[config.mk]
export PLATFORM = sky130hd
export DESIGN_NAME = wb_master_ctrl_flat
export DESIGN_NICKNAME = d
export VERILOG_FILES = /design/src/rtl/wb_master_ctrl_if.sv /design/src/rtl/wb_master_ctrl.sv /design/src/flat_wrapper.sv
export SDC_FILE = /design/constraint.sdc
export NUM_CORES = 1
export LEC_CHECK = 0
export ABC_AREA = 1
export BUFFER_PORTS_ARGS = -buffer_cell sky130_fd_sc_hd__buf_4
export CAP_MARGIN = 0
export CORE_MARGIN = 2
export CORE_UTILIZATION = 23
export CTS_BUF_LIST = sky130_fd_sc_hd__clkbuf_4
export DETAILED_ROUTE_END_ITERATION = 8
export HOLD_SLACK_MARGIN = 0.03
export PLACE_DENSITY = 0.52
export SKIP_LAST_GASP = 1
export SYNTH_ARGS = -nofsm -noshare
export SYNTH_HDL_FRONTEND = slang
export SYNTH_SLANG_ARGS = --single-unit
[constraint.sdc]
create_clock -name clk_i -period 1.35 [get_ports clk_i]
set_clock_uncertainty 0.05 [all_clocks]
set_input_delay 0.2025 -clock clk_i [delete_from_list [all_inputs] [get_ports clk_i]]
set_output_delay 0.2025 -clock clk_i [all_outputs]
set_load 0.005 [all_outputs]
[src/rtl/wb_master_ctrl_if.sv]
// Command, response and Wishbone classic-cycle signals
// shared by the bus initiator and its environment.
interface wb_master_ctrl_if #(
    parameter int AW = 8,
    parameter int DW = 8,
    parameter int SW = 8
);
    logic          cmd_valid;
    logic          cmd_ready;
    logic          cmd_we;
    logic [AW-1:0] cmd_addr;
    logic [DW-1:0] cmd_wdata;
    logic [SW-1:0] cmd_sel;
    logic          cmd_lock;
    logic          cmd_tag;

    logic          rsp_valid;
    logic [DW-1:0] rsp_rdata;
    logic [1:0]    rsp_status;
    logic          rsp_tag;

    logic [AW-1:0] adr_o;
    logic [DW-1:0] dat_o;
    logic [SW-1:0] sel_o;
    logic          we_o;
    logic          cyc_o;
    logic          stb_o;
    logic          lock_o;
    logic          tagn_o;
    logic [DW-1:0] dat_i;
    logic          ack_i;
    logic          err_i;
    logic          rty_i;
    logic          tagn_i;

    modport master (
        input  cmd_valid, cmd_we, cmd_addr, cmd_wdata,
        input  cmd_sel, cmd_lock, cmd_tag,
        output cmd_ready,
        output rsp_valid, rsp_rdata, rsp_status, rsp_tag,
        output adr_o, dat_o, sel_o, we_o,
        output cyc_o, stb_o, lock_o, tagn_o,
        input  dat_i, ack_i, err_i, rty_i, tagn_i
    );

    modport slave (
        output cmd_valid, cmd_we, cmd_addr, cmd_wdata,
        output cmd_sel, cmd_lock, cmd_tag,
        input  cmd_ready,
        input  rsp_valid, rsp_rdata, rsp_status, rsp_tag,
        input  adr_o, dat_o, sel_o, we_o,
        input  cyc_o, stb_o, lock_o, tagn_o,
        output dat_i, ack_i, err_i, rty_i, tagn_i
    );
endinterface

[src/rtl/wb_master_ctrl.sv]
// Wishbone classic-cycle initiator: one bus cycle per command,
// with bounded retry, timeout and a single response strobe.
module wb_master_ctrl #(
    parameter int AW        = 8,
    parameter int DW        = 8,
    parameter int SW        = 8,
    parameter int MAX_RETRY = 3,
    parameter int TIMEOUT   = 64
) (
    input  logic             clk_i,
    input  logic             rst_i,
    wb_master_ctrl_if.master bus
);
    localparam int RW = (MAX_RETRY > 0) ? $clog2(MAX_RETRY + 1) : 1;
    localparam int TW = (TIMEOUT > 0) ? $clog2(TIMEOUT + 1) : 1;
    localparam logic [RW-1:0] RTY_MAX = RW'(MAX_RETRY);
    localparam logic [TW-1:0] TMO_SAT = TW'(TIMEOUT);
    localparam logic [TW-1:0] TMO_LAST =
        TW'((TIMEOUT > 0) ? TIMEOUT - 1 : 0);
    localparam logic TMO_EN = (TIMEOUT > 0);

    localparam logic [1:0] ST_OK  = 2'b00;
    localparam logic [1:0] ST_ERR = 2'b01;
    localparam logic [1:0] ST_RTY = 2'b10;
    localparam logic [1:0] ST_TMO = 2'b11;

    typedef enum logic [1:0] {
        S_IDLE,
        S_BUS,
        S_BACKOFF,
        S_RESP
    } state_t;

    state_t state;
    state_t state_nx;

    logic [AW-1:0] adr_q;
    logic [DW-1:0] dat_q;
    logic [SW-1:0] sel_q;
    logic          we_q;
    logic          lock_q;
    logic          tag_q;
    logic [RW-1:0] retry_cnt;
    logic [TW-1:0] tmo_cnt;
    logic [DW-1:0] rdata_q;
    logic [1:0]    status_q;
    logic          rtag_q;

    logic       accept;
    logic       in_bus;
    logic       t_err;
    logic       t_rty;
    logic       t_ack;
    logic       t_tmo;
    logic       can_retry;
    logic       bus_entry;
    logic [1:0] status_nx;

    // Termination priority: err > rty > ack > timeout.
    always_comb begin
        accept    = (state == S_IDLE) && bus.cmd_valid;
        in_bus    = (state == S_BUS);
        t_err     = in_bus && bus.err_i;
        t_rty     = in_bus && !bus.err_i && bus.rty_i;
        t_ack     = in_bus && !bus.err_i && !bus.rty_i && bus.ack_i;
        t_tmo     = in_bus && !bus.err_i && !bus.rty_i && !bus.ack_i
                    && TMO_EN && (tmo_cnt == TMO_LAST);
        can_retry = (retry_cnt < RTY_MAX);
        bus_entry = (state_nx == S_BUS) && (state != S_BUS);
    end

    always_comb begin
        status_nx = ST_TMO;
        unique case (1'b1)
            t_err:   status_nx = ST_ERR;
            t_rty:   status_nx = ST_RTY;
            t_ack:   status_nx = ST_OK;
            default: status_nx = ST_TMO;
        endcase
    end

    always_ff @(posedge clk_i) begin
        if (!rst_i) begin
            state <= S_IDLE;
        end else begin
            state <= state_nx;
        end
    end

    always_comb begin
        state_nx = state;
        unique case (state)
            S_IDLE: begin
                if (accept) state_nx = S_BUS;
            end
            S_BUS: begin
                if (t_rty && can_retry) begin
                    state_nx = S_BACKOFF;
                end else if (t_err || t_rty || t_ack || t_tmo) begin
                    state_nx = S_RESP;
                end
            end
            S_BACKOFF: state_nx = S_BUS;
            S_RESP:    state_nx = S_IDLE;
            default:   state_nx = S_IDLE;
        endcase
    end

    always_ff @(posedge clk_i) begin
        if (!rst_i) begin
            adr_q     <= '0;
            dat_q     <= '0;
            sel_q     <= '0;
            we_q      <= 1'b0;
            lock_q    <= 1'b0;
            tag_q     <= 1'b0;
            retry_cnt <= '0;
            tmo_cnt   <= '0;
            rdata_q   <= '0;
            status_q  <= ST_OK;
            rtag_q    <= 1'b0;
        end else begin
            if (accept) begin
                adr_q     <= bus.cmd_addr;
                dat_q     <= bus.cmd_wdata;
                sel_q     <= bus.cmd_sel;
                we_q      <= bus.cmd_we;
                lock_q    <= bus.cmd_lock;
                tag_q     <= bus.cmd_tag;
                retry_cnt <= '0;
            end else if (t_rty && can_retry) begin
                retry_cnt <= retry_cnt + RW'(1);
            end
            // Each strobe phase gets its own full timeout window.
            if (bus_entry) begin
                tmo_cnt <= '0;
            end else if (in_bus && (tmo_cnt != TMO_SAT)) begin
                tmo_cnt <= tmo_cnt + TW'(1);
            end
            if (state_nx == S_RESP) begin
                status_q <= status_nx;
                rdata_q  <= (t_ack && !we_q) ? bus.dat_i : '0;
                rtag_q   <= bus.tagn_i;
            end
        end
    end

    always_comb begin
        bus.cmd_ready = (state == S_IDLE);
        bus.stb_o     = (state == S_BUS);
        bus.cyc_o     = (state == S_BUS)
                        || ((state == S_BACKOFF) && lock_q);
        bus.lock_o    = lock_q && bus.cyc_o;
        bus.rsp_valid = (state == S_RESP);
    end

    assign bus.adr_o      = adr_q;
    assign bus.dat_o      = dat_q;
    assign bus.sel_o      = sel_q;
    assign bus.we_o       = we_q;
    assign bus.tagn_o     = tag_q;
    assign bus.rsp_rdata  = rdata_q;
    assign bus.rsp_status = status_q;
    assign bus.rsp_tag    = rtag_q;
endmodule

[src/flat_wrapper.sv]
// flat-port wrapper written by rule: the top's interface ports become plain ports
module wb_master_ctrl_flat 
#(
    parameter int AW        = 8,
    parameter int DW        = 8,
    parameter int SW        = 8,
    parameter int MAX_RETRY = 3,
    parameter int TIMEOUT   = 64
)
  (clk_i, rst_i, bus_cmd_valid, bus_cmd_we, bus_cmd_addr, bus_cmd_wdata, bus_cmd_sel, bus_cmd_lock, bus_cmd_tag, bus_cmd_ready, bus_rsp_valid, bus_rsp_rdata, bus_rsp_status, bus_rsp_tag, bus_adr_o, bus_dat_o, bus_sel_o, bus_we_o, bus_cyc_o, bus_stb_o, bus_lock_o, bus_tagn_o, bus_dat_i, bus_ack_i, bus_err_i, bus_rty_i, bus_tagn_i);
  wb_master_ctrl_if #(.AW(AW), .DW(DW), .SW(SW)) bus_i ();
  input  logic clk_i;
  input  logic rst_i;
  input wire logic [$bits(bus_i.cmd_valid)-1:0] bus_cmd_valid;
  input wire logic [$bits(bus_i.cmd_we)-1:0] bus_cmd_we;
  input wire logic [$bits(bus_i.cmd_addr)-1:0] bus_cmd_addr;
  input wire logic [$bits(bus_i.cmd_wdata)-1:0] bus_cmd_wdata;
  input wire logic [$bits(bus_i.cmd_sel)-1:0] bus_cmd_sel;
  input wire logic [$bits(bus_i.cmd_lock)-1:0] bus_cmd_lock;
  input wire logic [$bits(bus_i.cmd_tag)-1:0] bus_cmd_tag;
  output wire logic [$bits(bus_i.cmd_ready)-1:0] bus_cmd_ready;
  output wire logic [$bits(bus_i.rsp_valid)-1:0] bus_rsp_valid;
  output wire logic [$bits(bus_i.rsp_rdata)-1:0] bus_rsp_rdata;
  output wire logic [$bits(bus_i.rsp_status)-1:0] bus_rsp_status;
  output wire logic [$bits(bus_i.rsp_tag)-1:0] bus_rsp_tag;
  output wire logic [$bits(bus_i.adr_o)-1:0] bus_adr_o;
  output wire logic [$bits(bus_i.dat_o)-1:0] bus_dat_o;
  output wire logic [$bits(bus_i.sel_o)-1:0] bus_sel_o;
  output wire logic [$bits(bus_i.we_o)-1:0] bus_we_o;
  output wire logic [$bits(bus_i.cyc_o)-1:0] bus_cyc_o;
  output wire logic [$bits(bus_i.stb_o)-1:0] bus_stb_o;
  output wire logic [$bits(bus_i.lock_o)-1:0] bus_lock_o;
  output wire logic [$bits(bus_i.tagn_o)-1:0] bus_tagn_o;
  input wire logic [$bits(bus_i.dat_i)-1:0] bus_dat_i;
  input wire logic [$bits(bus_i.ack_i)-1:0] bus_ack_i;
  input wire logic [$bits(bus_i.err_i)-1:0] bus_err_i;
  input wire logic [$bits(bus_i.rty_i)-1:0] bus_rty_i;
  input wire logic [$bits(bus_i.tagn_i)-1:0] bus_tagn_i;
  assign bus_i.cmd_valid = bus_cmd_valid;
  assign bus_i.cmd_we = bus_cmd_we;
  assign bus_i.cmd_addr = bus_cmd_addr;
  assign bus_i.cmd_wdata = bus_cmd_wdata;
  assign bus_i.cmd_sel = bus_cmd_sel;
  assign bus_i.cmd_lock = bus_cmd_lock;
  assign bus_i.cmd_tag = bus_cmd_tag;
  assign bus_cmd_ready = bus_i.cmd_ready;
  assign bus_rsp_valid = bus_i.rsp_valid;
  assign bus_rsp_rdata = bus_i.rsp_rdata;
  assign bus_rsp_status = bus_i.rsp_status;
  assign bus_rsp_tag = bus_i.rsp_tag;
  assign bus_adr_o = bus_i.adr_o;
  assign bus_dat_o = bus_i.dat_o;
  assign bus_sel_o = bus_i.sel_o;
  assign bus_we_o = bus_i.we_o;
  assign bus_cyc_o = bus_i.cyc_o;
  assign bus_stb_o = bus_i.stb_o;
  assign bus_lock_o = bus_i.lock_o;
  assign bus_tagn_o = bus_i.tagn_o;
  assign bus_i.dat_i = bus_dat_i;
  assign bus_i.ack_i = bus_ack_i;
  assign bus_i.err_i = bus_err_i;
  assign bus_i.rty_i = bus_rty_i;
  assign bus_i.tagn_i = bus_tagn_i;
  wb_master_ctrl #(.AW(AW), .DW(DW), .SW(SW), .MAX_RETRY(MAX_RETRY), .TIMEOUT(TIMEOUT)) u_core (.clk_i(clk_i), .rst_i(rst_i), .bus(bus_i));
endmodule
Word-level counts from Yosys, hierarchy flattened
Cells that the tools add are included.
W data, S select, Z words.
- register bits: 49
- bits in latches: 0
- memory bits (writable): 0
- memory bits (read-only): 0
- input bits: 42
- output and inout bits: 42
- word-level logic and storage cells: 55
- memories: 0
- add/sub/neg operators: 2
- multiply operators: 0
- div/mod/pow operators: 0
- magnitude comparators: 1
- eq/ne operators: 8
- shift-type cells: 0
- mux-type cells: 6
- bitwise logic cells: 1
- reductions and logical operators: 25
- operators with widths (cell ; count):
    $logic_and A1 B1 Y1 ; 14
    $mux W8 ; 1
    $pmux W2 S4 ; 1
    $add A7 B1 Y7 const B ; 1
    $eq A7 B6 Y1 const B ; 1
    $ne A7 B7 Y1 const B ; 1
    $eq A2 B2 Y1 const B ; 3
    $mux W2 ; 3
    $pmux W2 S3 ; 1
    $eq A2 B1 Y1 const B ; 2
    $logic_not A1 Y1 ; 4
    $logic_or A1 B1 Y1 ; 4
    $reduce_or A2 Y1 ; 2
    $add A2 B1 Y2 const B ; 1
    $logic_not A2 Y1 ; 1
    $lt A2 B2 Y1 const B ; 1
    $ne A2 B1 Y1 const B ; 1
    $not A1 Y1 ; 1

Depth between registers and ports, before layout
Gate-level depths: netlist of run 1.
- word-level depth: 12
- mapped depth: 10
- mapped depth without buffers: 9

Least setup slack after synthesis of run 1
OpenSTA, ideal clock, no wires.
- path type: register to register
- start point: register u_core.tmo_cnt[0]
- end point: register u_core.rdata_q[7] (netlist: u_core.bus.rsp_rdata[7])
- setup time: 0.112 ns
- arrival: 1.321 ns
- data required time: 1.188 ns
- slack: -0.133 ns
- stages on the path, launching flop included: 10
- buffers on the path: 1
- clock period less this slack: 1.483 ns
- path through: dfxtp_1 -> ha_1 -> nand3_1 -> nor2_1 -> nand3_2 -> nand2_2 -> nand3_4 -> buf_12 -> nor2_2 -> nor2_2
- longest elaborated chain between the ends: 7
- RTL lines (what ; line ; text):
    start: declaration ; wb_master_ctrl.sv:44 ; logic [TW-1:0] tmo_cnt;
    start signal: assignment ; wb_master_ctrl.sv:138 ; tmo_cnt <= tmo_cnt + TW'(1);
    $eq A7 B6 Y1 ; wb_master_ctrl.sv:67 ; && TMO_EN && (tmo_cnt == TMO_LAST);
    $logic_and A1 B1 Y1 ; wb_master_ctrl.sv:67 ;
    $logic_or A1 B1 Y1 ; wb_master_ctrl.sv:99 ; end else if (t_err || t_rty || t_ack || t_tmo) begin
    $mux W2 ; wb_master_ctrl.sv:99 ;
    $mux W2 ; wb_master_ctrl.sv:97 ; if (t_rty && can_retry) begin
    $pmux W2 S4 ; wb_master_ctrl.sv:92 ; unique case (state)
    $eq A2 B2 Y1 ; wb_master_ctrl.sv:140 ; if (state_nx == S_RESP) begin
    end signal: assignment ; wb_master_ctrl.sv:142 ; rdata_q <= (t_ack && !we_q) ? bus.dat_i : '0;
    end: declaration ; wb_master_ctrl.sv:45 ; logic [DW-1:0] rdata_q;
Every way passes these cells.
A chain may end at the register's enable or synchronous reset.

Final worst setup path of run 1
- start point: register u_core.state[1]
- end point: output port bus_cmd_ready
- longest elaborated chain between the ends: 1
- RTL lines (what ; line ; text):
    start: declaration ; wb_master_ctrl.sv:34 ; state_t state;
    start signal: assignment ; wb_master_ctrl.sv:86 ; state <= state_nx;
    $logic_not A2 Y1 ; wb_master_ctrl.sv:149 ; bus.cmd_ready = (state == S_IDLE);
    end: declaration ; flat_wrapper.sv:21 ; output wire logic [$bits(bus_i.cmd_ready)-1:0] bus_cmd_ready;
Every way passes these cells.

==> flow_summary.json, run 1 <==
{
  "hold_class": "in2reg",
  "finalSetupViolations": 43,
  "synth_edf_count": 0,
  "worst_path_most_repeated_cell": "buf_6",
  "reg2reg_depth": 9,
  "drt-total-wl_um": 6990,
  "die-area_sq_mm": 0.0100,
  "p_switching_mw": 1.06,
  "grt_max_degree": 26,
  "worstSetupStartpointType": "register",
  "fin_util_pct": 44.2,
  "drv_slew": 0,
  "fill_cells": 899,
  "slowest_stage": "dfxtp_2",
  "place_hpwl_um": 4310,
  "synth_area_sq_mm": 0.00212,
  "violations": "negative setup slack",
  "rsz0062_at_grt": "yes",
  "vdd_drop_max_v": 0.000451,
  "p_seq_share_pct": 48.3,
  "synth_top_area_share_pct": 46.2,
  "mostFrequentLayoutCell": "buf_4",
  "clockBufferDepth": 2,
  "grt_usage_pct": 14.4,
  "crit_path_end_kind": "output port",
  "drive_gt1_share_pct": 49.7,
  "syn_inst": 296,
  "ys_seq_area_share_pct": 46.2,
  "p_sw_share_pct": 31.1,
  "reg2reg_to": "u_core.bus.sel_o[5]",
  "ys_ff_latch": 49,
  "syn_area_per_cell_sq_um": 7.18,
  "async_reset_ff_share_pct": 0,
  "layoutNonFillerInstCount": 562,
  "numCtsBuffers": 5,
  "grt_pass1_wl_um": 11700,
  "die_x_um": 100,
  "multiInputGateArea_sq_mm": 0.00132,
  "gp_congestion": 0.778,
  "nets": 496,
  "hp-start": "rst_i",
  "crit_type": "reg2out",
  "clock_latency_ns": 0.36,
  "antenna_cells": 0,
  "cts_tree": "yes",
  "dp.cells": 516,
  "syn-num-nets": 341,
  "layout_common_cells": "buf_4, nor2_1, dfxtp_1",
  "seq_area_sq_um": 992,
  "drt_pass1_iterations": 4,
  "worst_slew_pin_slew_ns": 0.344,
  "hold_path_end": "u_core.bus.rsp_rdata[1]",
  "cts.sinks": 49,
  "regToRegStartpoint": "u_core.state[1]",
  "vias": 2418,
  "ys_top_cells_by_area": "dfxtp_1, nor2_1, inv_1, o21ai_0, nand2_1",
  "power_frac_comb_pct": 31.8,
  "place_ws_ns": -0.138,
  "ant_nets": 0,
  "r2r_setup_slack_ns": -0.11,
  "p_leak_nw": 1.84,
  "die_y_um": 100,
  "whs_ns": 0.107,
  "path_clk_slew_ns": 0.15,
  "grt_pass1_vias": 2489,
  "setup_ws_ns": -0.159,
  "area_growth_pct": 89.6,
  "synthFlopType": "dfxtp_1",
  "critPathBufInv": 4,
  "p_total_mw": 3.39,
  "yosys_warnings": 0,
  "crit_chain": "buf_6, nor2_4, buf_4, buf_6, buf_6",
  "ys_types": 26,
  "critical_path.top_delay_family": "buffers and inverters",
  "core_sq_mm": 0.00911,
  "power.internal_mw": 2.33,
  "start_util_pct": 23.3,
  "arrival_ns": 1.26,
  "antenna_found_initial": 0,
  "viasPerCell": 4.30,
  "maxCapViolCount": 0,
  "fmax_mhz": 663,
  "critPathRequiredTime_ns": 1.10,
  "cpPeakStageDelay_ns": 0.36,
  "routedWlPerCell_um": 12.4,
  "num_rows": 35,
  "finalCriticalPeriod_ns": 1.51,
  "drt_iter0_markers": 27,
  "clkPwrFrac_pct": 19.9,
  "hold_viol_final": 0,
  "drc": 0,
  "status": "finished with violations",
  "path_max_fanout": 3,
  "overflow": 0,
  "synth_top_cell_by_area": "dfxtp_1",
  "fin_crit_sh_pct": 112,
  "boundaryPins": 84,
  "io_buffers": 83,
  "htree_levels": 2,
  "hold_depth": 3,
  "ctsRootBufferMaster": "clkbuf_4",
  "slew_headroom_pct": 76.9,
  "power_density_mw_per_mm2": 841
}
state kept, by name (all words and copies together), names as in the netlist:
register               cells
u_core.bus.adr_o           8
u_core.bus.we_o            1
u_core.bus.sel_o           8
u_core.tmo_cnt             7
u_core.retry_cnt           2
u_core.bus.rsp_rdata       8
u_core.bus.rsp_status      2
u_core.bus.dat_o           8
u_core.bus.tagn_o          1
u_core.bus.rsp_tag         1
u_core.lock_q              1
u_core.state               2
layer usage:
metal | part of all wire (%) | vias up | global-route usage (%)
met5 | 0 | - | 0
met4 | 1.3 | 0 | 3.58
met3 | 6.5 | 9 | 4.39
met2 | 48 | 68 | 25.1
met1 | 44 | 1108 | 17.3
li1 | - | 1233 | -
cell usage after synthesis, types with 2 or more instances:
cell and n:
ha_1 3, a21oi_1 12, buf_2 2, dfxtp_1 49
nor2_1 78, nand2_2 2, nand2_1 37, o21ai_0 28
nor3_1 2, clkbuf_1 7, inv_1 40, nand3_1 10
nand4_1 3, nor2_2 11
power groups by stage:
stage                     Clock [mW]  Combinational (mW)  Sequential [mW]
after floorplan                    0               0.316             1.67
after global placement             0               0.735             1.66
after detailed placement           0               0.746             1.66
after CTS                      0.711                1.02             1.64
after global routing           0.765                1.19             1.65
final                          0.676                1.08             1.64
through the flow:
step / instance area, sq um / setup TNS, ns
floorplan: 2150 / -0.406
global placement: 3140 / -1.45
detailed placement: 3140 / -2.01
CTS: 3880 / -3.13
global route: 4030 / -8.65
finish: 4030 / -3.56
cell families after synthesis:
kind of cell	Yosys count	synth area share (%)
buffers and inverters	51	9.89
adders and majority gates	3	1.77
DFF	49	46.2
and+or+nand+nor	149	31.3
AOI/OAI and AO/OA	43	10.5
xor gates and xnor gates	1	0.412
how the worst max path moves through the flow:
stage,start,end,slack [ns],cells after the start
4_1_cts,u_core.state[1],bus_lock_o,-0.15,6
2_1_floorplan,u_core.tmo_cnt[1],u_core.bus.rsp_rdata[7],-0.05,9
3_3_place_gp,bus_err_i,u_core.bus.rsp_tag,-0.12,7
5_1_grt,u_core.state[1],bus_lock_o,-0.24,6
6_report,u_core.state[1],bus_cmd_ready,-0.16,5
3_5_place_dp,u_core.tmo_cnt[1],u_core.bus.rsp_rdata[5],-0.14,9
worst register-to-register path, cell delays in order, from the launching register on:
cell and delay, ns:
dfxtp_2 0.36, buf_6 0.11, nor2_4 0.12, inv_2 0.06, buf_4 0.13, nor2_4 0.15, inv_6 0.09, buf_12 0.15
nor2_1 0.10, nor2_1 0.05
cell type report:
cell class	count	area share, %
Timing Repair Buffer	155	33.9
Multi-Input combinational cell	199	32.7
Sequential cell	49	24.6
Inverter	41	4.07
Tap cell	111	3.45
Clock buffer	5	0.932
Clock inverter	2	0.280
what timing repair did:
action / CTS / global route
gates cloned: 6 / 0
gates resized for setup: 84 / 38
buffers inserted: 4 / 2
pin swaps: 14 / 14
endpoints found under the hold margin: 28 / 0
hold buffers: 28 / 0
endpoints found under the setup margin: 49 / 54
Note: power is estimated with default switching activity, not from simulation.
==> run 2, diff against run 1 <==
- clock period: 1.35 -> 1.36 ns (I/O delays scaled with it)
==> run 2 against run 1 <==
  * Via count down 1.7%
  * Sequential share of layout area up 1.2 points
  * Sequential power about the same
  * Critical endpoint is now u_core.retry_cnt[0]
  * Power down 2.0%
  * Critical path depth up 3
  * Clock power up 7.5%
  * Non-clock buffer count unchanged
  * Flip-flop and latch count unchanged
  * Clock-buffer cell count up 2
  * Cell area down 5.2%
  * Worst setup slack better by 0.012 ns
  * The flow still finishes with violations (negative setup slack)
==> flow_summary.json, run 2 (same netlist as run 1, synthesis figures left out) <==
{
  "finalSetupViolations": 21,
  "setup-tns-final_ns": -1.80,
  "viasPerCell": 4.22,
  "cp.depth": 8,
  "reg2reg_to": "u_core.retry_cnt[0]",
  "layout_common_cells": "buf_4, nor2_1, dfxtp_1",
  "gp_congestion": 0.773,
  "stdcell_area_sq_mm": 0.00382,
  "critical_path.top_delay_family": "flip-flops",
  "cts.sinks": 49,
  "worstSetupStartpoint": "u_core.state[0]",
  "p_total_mw": 3.32,
  "place_hpwl_um": 4250,
  "arrival_ns": 1.77,
  "crit_path_end_kind": "register",
  "die_x_um": 100,
  "crit_chain": "inv_4, nor2_4, buf_6, nand4_4, buf_4, buf_6, or2_4, a21oi_2",
  "antenna_found_initial": 0,
  "slew_headroom_pct": 60.8,
  "drt-total-wl_um": 6650,
  "grt_pass1_wl_um": 10800,
  "core_sq_mm": 0.00911,
  "routedWlPerCell_um": 11.8,
  "die_y_um": 100,
  "worst_path_most_repeated_cell": "buf_6",
  "io_buffers": 83,
  "mostFrequentLayoutCell": "buf_4",
  "hold_viol_final": 0,
  "r2r_setup_slack_ns": -0.15,
  "path_max_fanout": 5,
  "critPathBufInv": 4,
  "ant_nets": 0,
  "cpPeakStageDelay_ns": 0.44,
  "ctsRootBufferMaster": "clkbuf_4",
  "boundaryPins": 84,
  "status": "finished with violations",
  "grt_usage_pct": 13.3,
  "reg2reg_depth": 8,
  "dp.cells": 514,
  "path_clk_slew_ns": 0.15,
  "crit_type": "reg2reg",
  "drive_gt1_share_pct": 45.4,
  "worst_slew_pin_slew_ns": 0.582,
  "drt_pass1_iterations": 4,
  "vias": 2376,
  "antenna_cells": 0,
  "whs_ns": 0.0470,
  "cts_tree": "yes",
  "fmax_mhz": 664,
  "p_leak_nw": 1.81,
  "start_util_pct": 23.3,
  "die-area_sq_mm": 0.0100,
  "fin_crit_sh_pct": 111,
  "drc": 0,
  "power_density_mw_per_mm2": 868,
  "numCtsBuffers": 5,
  "grt_max_degree": 31,
  "setup_ws_ns": -0.147,
  "hold_class": "in2reg",
  "maxCapViolCount": 0,
  "violations": "negative setup slack",
  "area_growth_pct": 79.9,
  "rsz0062_at_grt": "yes",
  "regToRegStartpoint": "u_core.state[0]",
  "finalCriticalPeriod_ns": 1.51,
  "clock_latency_ns": 0.36,
  "num_rows": 35,
  "hp-start": "bus_cmd_we",
  "drv_slew": 0,
  "critPathRequiredTime_ns": 1.62,
  "crit_end": "u_core.retry_cnt[0]",
  "layoutNonFillerInstCount": 563,
  "nets": 496,
  "slowest_stage": "dfxtp_4",
  "clockBufferDepth": 2,
  "dpl_cell_area_sq_mm": 0.00312,
  "overflow": 0,
  "grt_pass1_vias": 2337,
  "worstSetupStartpointType": "register",
  "vdd_drop_max_v": 0.000466,
  "drt_iter0_markers": 44,
  "fin_util_pct": 42.0,
  "place_ws_ns": -0.168,
  "htree_levels": 2
}
[run 2: cell types whose count changed in the layout (fill, tap and decap cells not counted), sizes merged]
cell and change:
buf +2, clkinv -1, dlygate4sd3 -2, clkbuf +2
[run 2: worst min path at each step]
stage                          end  depth (start not counted)
2_1_floorplan   u_core.bus.rsp_tag                          2
3_5_place_dp   u_core.bus.adr_o[5]                          3
6_report           u_core.bus.we_o                          3
4_1_cts              u_core.lock_q                          3
3_3_place_gp   u_core.bus.adr_o[5]                          3
5_1_grt              u_core.lock_q                          3
[run 2: layout make-up]
cell class	instances	area (sq um)
fill	924	5290
timing repair buffer	155	1290
multi-input combinational	199	1180
sequential	49	988
inverter	41	161
tap	111	139
clock buffer	7	52.6
clock inverter	1	7.51
[run 2: tightest hold or removal path: stages]
cell and delay (ns):
buf_4 0.08, o21ai_1 0.06, a21oi_1 0.10
[run 2: power breakdown]
part / total, mW / switching [mW] / internal [mW]
Clock: 0.727 / 0.482 / 0.245
Sequential: 1.62 / 0.0696 / 1.55
Combinational: 0.967 / 0.441 / 0.527
[run 2: layer usage]
layer  global-route usage (%)  up-vias  routed length [um]
li1                         -     1235                   -
met1                     16.0     1069                2950
met2                     22.8       68                3190
met3                     4.46        4                 477
met4                     3.16        0                  34
met5                        0        -                   0
[run 2: timing repair]
item | 4_1_cts | 5_1_grt
hold endpoints to repair | 26 | 0
pin swaps | 13 | 21
setup buffers | 4 | 8
hold buffers | 26 | 0
gates cloned | 3 | 0
resized for setup | 34 | 39
endpoints found under the setup margin | 50 | 53
